`src/rtl/frame_tx_serializer.sv`:
```
`default_nettype none
// ============================================================================
// Module   : frame_tx_serializer
// Purpose  : Packs a 21-bit payload into three tagged UART-style frames and
//            shifts them out on one line at BIT_CYCLES clocks per bit.
// Revision : 1.0 - initial release
// ============================================================================
module frame_tx_serializer #(
  parameter int BIT_CYCLES = 128,
  parameter int GAP_BITS   = 2
) (
  input  logic        clk,
  input  logic        rst,
  input  logic [20:0] tx_data,
  input  logic        tx_valid,
  output logic        tx_ready,
  output logic        serial_out,
  output logic        busy,
  output logic [1:0]  frame_idx,
  output logic        done
);

  localparam int CW = $clog2(BIT_CYCLES);
  localparam int GW = (GAP_BITS > 1) ? $clog2(GAP_BITS) : 1;

  localparam logic [CW-1:0] C_CYC_LAST   = CW'(BIT_CYCLES - 1);
  localparam logic [CW-1:0] C_CYC_PENULT = CW'(BIT_CYCLES - 2);
  localparam logic [GW-1:0] C_GAP_LAST   = GW'(GAP_BITS - 1);

  typedef enum logic [2:0] {
    S_IDLE  = 3'd0,
    S_START = 3'd1,
    S_DATA  = 3'd2,
    S_STOP  = 3'd3,
    S_GAP   = 3'd4
  } state_t;

  state_t          state_q, state_d;
  logic [CW-1:0]   cyc_q, cyc_d;
  logic [2:0]      bit_q, bit_d;
  logic [GW-1:0]   gap_q, gap_d;
  logic [1:0]      frame_q, frame_d;
  logic [20:0]     data_q, data_d;
  logic            serial_q, serial_d;
  logic            ready_q, ready_d;
  logic            busy_q, busy_d;
  logic [1:0]      idx_q, idx_d;
  logic            done_q, done_d;

  logic [7:0]      w_byte;
  logic            w_bit_end;
  logic            w_accept;

  assign w_bit_end = (cyc_q == C_CYC_LAST);
  assign w_accept  = tx_valid & ready_q;

  // Frame 0 carries the tag bit set; it goes out last since bytes are LSB first.
  always_comb begin
    case (frame_q)
      2'd0:    w_byte = {1'b1, data_q[6:0]};
      2'd1:    w_byte = {1'b0, data_q[13:7]};
      default: w_byte = {1'b0, data_q[20:14]};
    endcase
  end

  always_comb begin
    state_d  = state_q;
    cyc_d    = cyc_q;
    bit_d    = bit_q;
    gap_d    = gap_q;
    frame_d  = frame_q;
    data_d   = data_q;
    serial_d = serial_q;
    ready_d  = ready_q;
    busy_d   = busy_q;
    idx_d    = idx_q;
    done_d   = 1'b0;

    if (state_q != S_IDLE) begin
      cyc_d = w_bit_end ? '0 : cyc_q + 1'b1;
    end

    case (state_q)
      S_IDLE: begin
        serial_d = 1'b1;
        if (w_accept) begin
          data_d   = tx_data;
          state_d  = S_START;
          cyc_d    = '0;
          bit_d    = 3'd0;
          gap_d    = '0;
          frame_d  = 2'd0;
          idx_d    = 2'd0;
          serial_d = 1'b0;
          busy_d   = 1'b1;
          ready_d  = 1'b0;
        end
      end

      S_START: begin
        if (w_bit_end) begin
          state_d  = S_DATA;
          bit_d    = 3'd0;
          serial_d = w_byte[0];
        end
      end

      S_DATA: begin
        if (w_bit_end) begin
          if (bit_q == 3'd7) begin
            state_d  = S_STOP;
            serial_d = 1'b1;
          end else begin
            bit_d    = bit_q + 3'd1;
            serial_d = w_byte[bit_q + 3'd1];
          end
        end
      end

      S_STOP: begin
        if (w_bit_end) begin
          state_d  = S_GAP;
          gap_d    = '0;
          serial_d = 1'b1;
        end
      end

      S_GAP: begin
        // Registered done/ready must be set one cycle ahead of the final gap cycle.
        if (frame_q == 2'd2 && gap_q == C_GAP_LAST && cyc_q == C_CYC_PENULT) begin
          done_d  = 1'b1;
          ready_d = 1'b1;
        end
        if (w_bit_end) begin
          if (gap_q != C_GAP_LAST) begin
            gap_d = gap_q + 1'b1;
          end else if (frame_q != 2'd2) begin
            state_d  = S_START;
            frame_d  = frame_q + 2'd1;
            idx_d    = frame_q + 2'd1;
            serial_d = 1'b0;
          end else if (w_accept) begin
            data_d   = tx_data;
            state_d  = S_START;
            cyc_d    = '0;
            bit_d    = 3'd0;
            gap_d    = '0;
            frame_d  = 2'd0;
            idx_d    = 2'd0;
            serial_d = 1'b0;
            busy_d   = 1'b1;
            ready_d  = 1'b0;
          end else begin
            state_d  = S_IDLE;
            cyc_d    = '0;
            gap_d    = '0;
            frame_d  = 2'd0;
            idx_d    = 2'd0;
            serial_d = 1'b1;
            busy_d   = 1'b0;
            ready_d  = 1'b1;
          end
        end
      end

      default: begin
        state_d  = S_IDLE;
        serial_d = 1'b1;
        busy_d   = 1'b0;
        ready_d  = 1'b1;
        idx_d    = 2'd0;
      end
    endcase
  end

  always_ff @(posedge clk or posedge rst) begin
    if (rst) begin
      state_q  <= S_IDLE;
      cyc_q    <= '0;
      bit_q    <= 3'd0;
      gap_q    <= '0;
      frame_q  <= 2'd0;
      data_q   <= 21'd0;
      serial_q <= 1'b1;
      ready_q  <= 1'b1;
      busy_q   <= 1'b0;
      idx_q    <= 2'd0;
      done_q   <= 1'b0;
    end else begin
      state_q  <= state_d;
      cyc_q    <= cyc_d;
      bit_q    <= bit_d;
      gap_q    <= gap_d;
      frame_q  <= frame_d;
      data_q   <= data_d;
      serial_q <= serial_d;
      ready_q  <= ready_d;
      busy_q   <= busy_d;
      idx_q    <= idx_d;
      done_q   <= done_d;
    end
  end

  assign tx_ready   = ready_q;
  assign serial_out = serial_q;
  assign busy       = busy_q;
  assign frame_idx  = idx_q;
  assign done       = done_q;

endmodule
`default_nettype wire

```
`config.mk`:
```
export PLATFORM = sky130hd
export DESIGN_NAME = frame_tx_serializer
export DESIGN_NICKNAME = d
export VERILOG_FILES = /design/src/rtl/frame_tx_serializer.sv
export SDC_FILE = /design/constraint.sdc
export NUM_CORES = 1
export LEC_CHECK = 0
export CORE_MARGIN = 2
export CORE_UTILIZATION = 59
export CTS_CLUSTER_SIZE = 20
export DETAILED_ROUTE_END_ITERATION = 7
export PLACE_DENSITY = 0.91
export SETUP_SLACK_MARGIN = 0.2
export SLEW_MARGIN = 10
export SYNTH_ARGS = -nofsm -noshare
export SYNTH_HDL_FRONTEND = slang
export SYNTH_SLANG_ARGS = --single-unit
```
`constraint.sdc`:
```
create_clock -name clk -period 4.8 [get_ports clk]
set_clock_uncertainty 0.15 [all_clocks]
set_input_delay 0.96 -clock clk [delete_from_list [all_inputs] [get_ports clk]]
set_output_delay 0.96 -clock clk [all_outputs]
set_load 0.05 [all_outputs]
```
==> metrics <==
status completed; Worst path max stage delay ~800 ps; CTS Buffer Depth 2; Comb pwr share 0.044; reg2reg start cyc_q[0]; io pins 30; Clk pwr share 0.358; hold crit path type register to register; Final TNS setup 0 ps; Core Box Area 3940 um^2; P_sw between 100 and 150 uW; largest net degree at the start of global routing 25; #FFs+latches synth 43; Final Hold Violating Endpoints 0; Startpoint Class register; Post-synth ARST share 1.00; Worst R2R Setup Slack around 2200 ps; WS Path Type register to primary output; Worst EP arrival between 1500 and 2000 ps; Setup Viol. Count Final 0; Worst Setup End Kind primary output; Cell Int Power a little under 500 uW; Data required, critical path around 3700 ps; crit-path max FO 4; fillers 280; CTS buffer count 5; R2R Path End data_q[20]; drt total wl roughly 4600 um; worst hold start data_q[10]; average routed wire per standard cell roughly 16 um; pwr/cell area roughly 220 nW/um^2; cell count of the worst reg-to-reg path 6; hold depth 1; antenna-violating nets left 0; Yosys cell types 47; Die Area approximately 4500 um^2; hold_ws 357 ps; Lkg Pwr 1.26 nW; CP Cell Sequence clkdlybuf4s50_1; fin nets between 200 and 300; Largest delay share family, worst path buffers and inverters; first-pass GRT wire length roughly 7700 um; fmax 0.363 GHz; crit path launch tx_ready; Max IR drop VDD about 210 uV; crit share post-route 0.574; Residual DRC 0; worst slew pin tran slightly below 800 ps; Tmin final 2760 ps; Port Buffers 29; synth warn 0; register area ~1100 um^2; CTS sink count 43; row cnt 23; syn_area_per_cell 10.8 um^2; most common flop cell mapped by yosys dfrtp_1; commonest non-fill, non-tap cell in the layout dfrtp_1; via count roughly 1700; Mapped Cells between 200 and 250; Worst Path Buf+Inv 1; count of pins over their slew limit 0; number of enable flip-flop cells after synthesis 0; clock root cell clkbuf_8; Sequential Power Share 0.598; initial DRC count 117; TritonCTS clock tree done; Worst path slowest cell clkdlybuf4s50_1; dpl hpwl approximately 3500 um; Initial Utilization 0.601; sequential fraction of the synthesis area 0.455; layout cells sized above 1 0.163; TritonRoute pass-1 iters 4; die height around 67 um; Clock Pin Slew Worst Setup and Hold Paths around 80 ps; die width 67.4 um; GPL Wtd Cong 0.906; post-synth design cell area roughly 2400 um^2; Post-CTS Resized 0; vias in the first global route ~1700; initial antenna violation count 0; Max Cap Violations 0; Tot GR Track Use 0.227; syn_nets about 250; Max-Slew Margin vs Limit 0.479; hold_buf cts 0; H-tree depth 2; Layout area overhead 15.5%; RSZ-0062 raised after global routing no; grt total ovfl 0; Sw Share 0.205; Worst Hold End data_q[10]; footprint of the multi-input gates ~1200 um^2; diodes inserted 0; commonest non-fill, non-tap cells in the layout 41 x dfrtp_1, 29 x clkdlybuf4s50_1, 20 x nor2_1; worst skew pair latency between 200 and 300 ps; setup repair bufs after CTS 0; drt via density between 5 and 6
flip-flops by register name (all words and copies together) (netlist names):
| signal | count |
|---|---|
| frame_idx | 2 |
| bit_q | 3 |
| serial_out | 1 |
| tx_ready | 1 |
| busy | 1 |
| done | 1 |
| cyc_q | 7 |
| data_q | 21 |
| state_q | 3 |
| frame_q | 2 |
| gap_q | 1 |
cells in the mapped netlist (2+ instances only):
library cell	n	area [um^2]
nand2b_1	4	25.0
mux2i_1	5	50.1
clkbuf_1	6	22.5
o41ai_1	3	26.3
xnor2_1	2	17.5
a31oi_1	4	25.0
buf_6	3	33.8
or2_2	2	12.5
and3_1	2	12.5
and2_1	2	12.5
mux2_2	6	67.6
xor2_1	2	17.5
o21ai_0	16	80.1
nor4bb_1	2	20.0
nor2_1	20	75.1
nor3_1	5	25.0
inv_1	6	22.5
buf_2	2	10.0
dfstp_2	2	52.6
o21a_1	2	15.0
mux2_4	18	270
dfrtp_1	41	1030
o31ai_1	2	15.0
nand3_1	8	40.0
nand2_1	19	71.3
ha_1	4	50.1
nor2b_1	2	12.5
o211ai_1	2	15.0
a21oi_1	9	45.0
layer usage:
layer,global-route usage,vias to the layer above,wire length [um]
met5,0,-,0
met4,0.0689,0,68
met3,0.0467,8,175
met2,0.416,48,2480
met1,0.266,854,1910
li1,-,837,-
how the worst max path moves through the flow:
stage	cells past startpoint	to
final	1	tx_ready
after global placement	4	data_q[17]
after CTS	1	tx_ready
after global routing	1	tx_ready
after detailed placement	4	data_q[20]
after floorplan	6	bit_q[0]
logic make-up (layout without fill, tap and decap cells):
group | after synthesis | in the layout | share of synthesized area
and+or+nand+nor | 71 | 71 | 0.146
DFF | 43 | 43 | 0.455
AOI/OAI and AO/OA | 47 | 47 | 0.134
adders and majority gates | 4 | 4 | 0.0211
xor gates and xnor gates | 4 | 4 | 0.0148
muxes | 32 | 32 | 0.189
buffers and inverters | 18 | 44 | 0.0406
metrics by stage:
stage          cells  power (mW)  instance area [um^2]  worst slack [ps]   util
5_1_grt          295       0.627                  2740              2010  0.695
3_3_place_gp     287       0.395                  2660              1980  0.674
3_5_place_dp     287       0.397                  2660              1920  0.674
2_1_floorplan    219       0.375                  2370              2540      -
6_report         295       0.606                  2740              2040  0.695
4_1_cts          295       0.611                  2740              2040  0.695
layout make-up:
type,count,share of cell area
Sequential cell,43,0.394
Clock buffer,7,0.0279
Inverter,6,0.00822
Multi-Input combinational cell,158,0.437
Timing Repair Buffer,30,0.109
Tap cell,50,0.0228
Clock inverter,1,0.00183
power by group through the flow:
stage / Clock, mW / Sequential (mW) / Combinational [mW]
6_report: 0.217 / 0.362 / 0.0265
5_1_grt: 0.236 / 0.362 / 0.0293
4_1_cts: 0.221 / 0.362 / 0.0273
3_5_place_dp: 0 / 0.369 / 0.0274
3_3_place_gp: 0 / 0.369 / 0.0263
2_1_floorplan: 0 / 0.369 / 0.00570
Note: power is estimated with default switching activity, not from simulation.
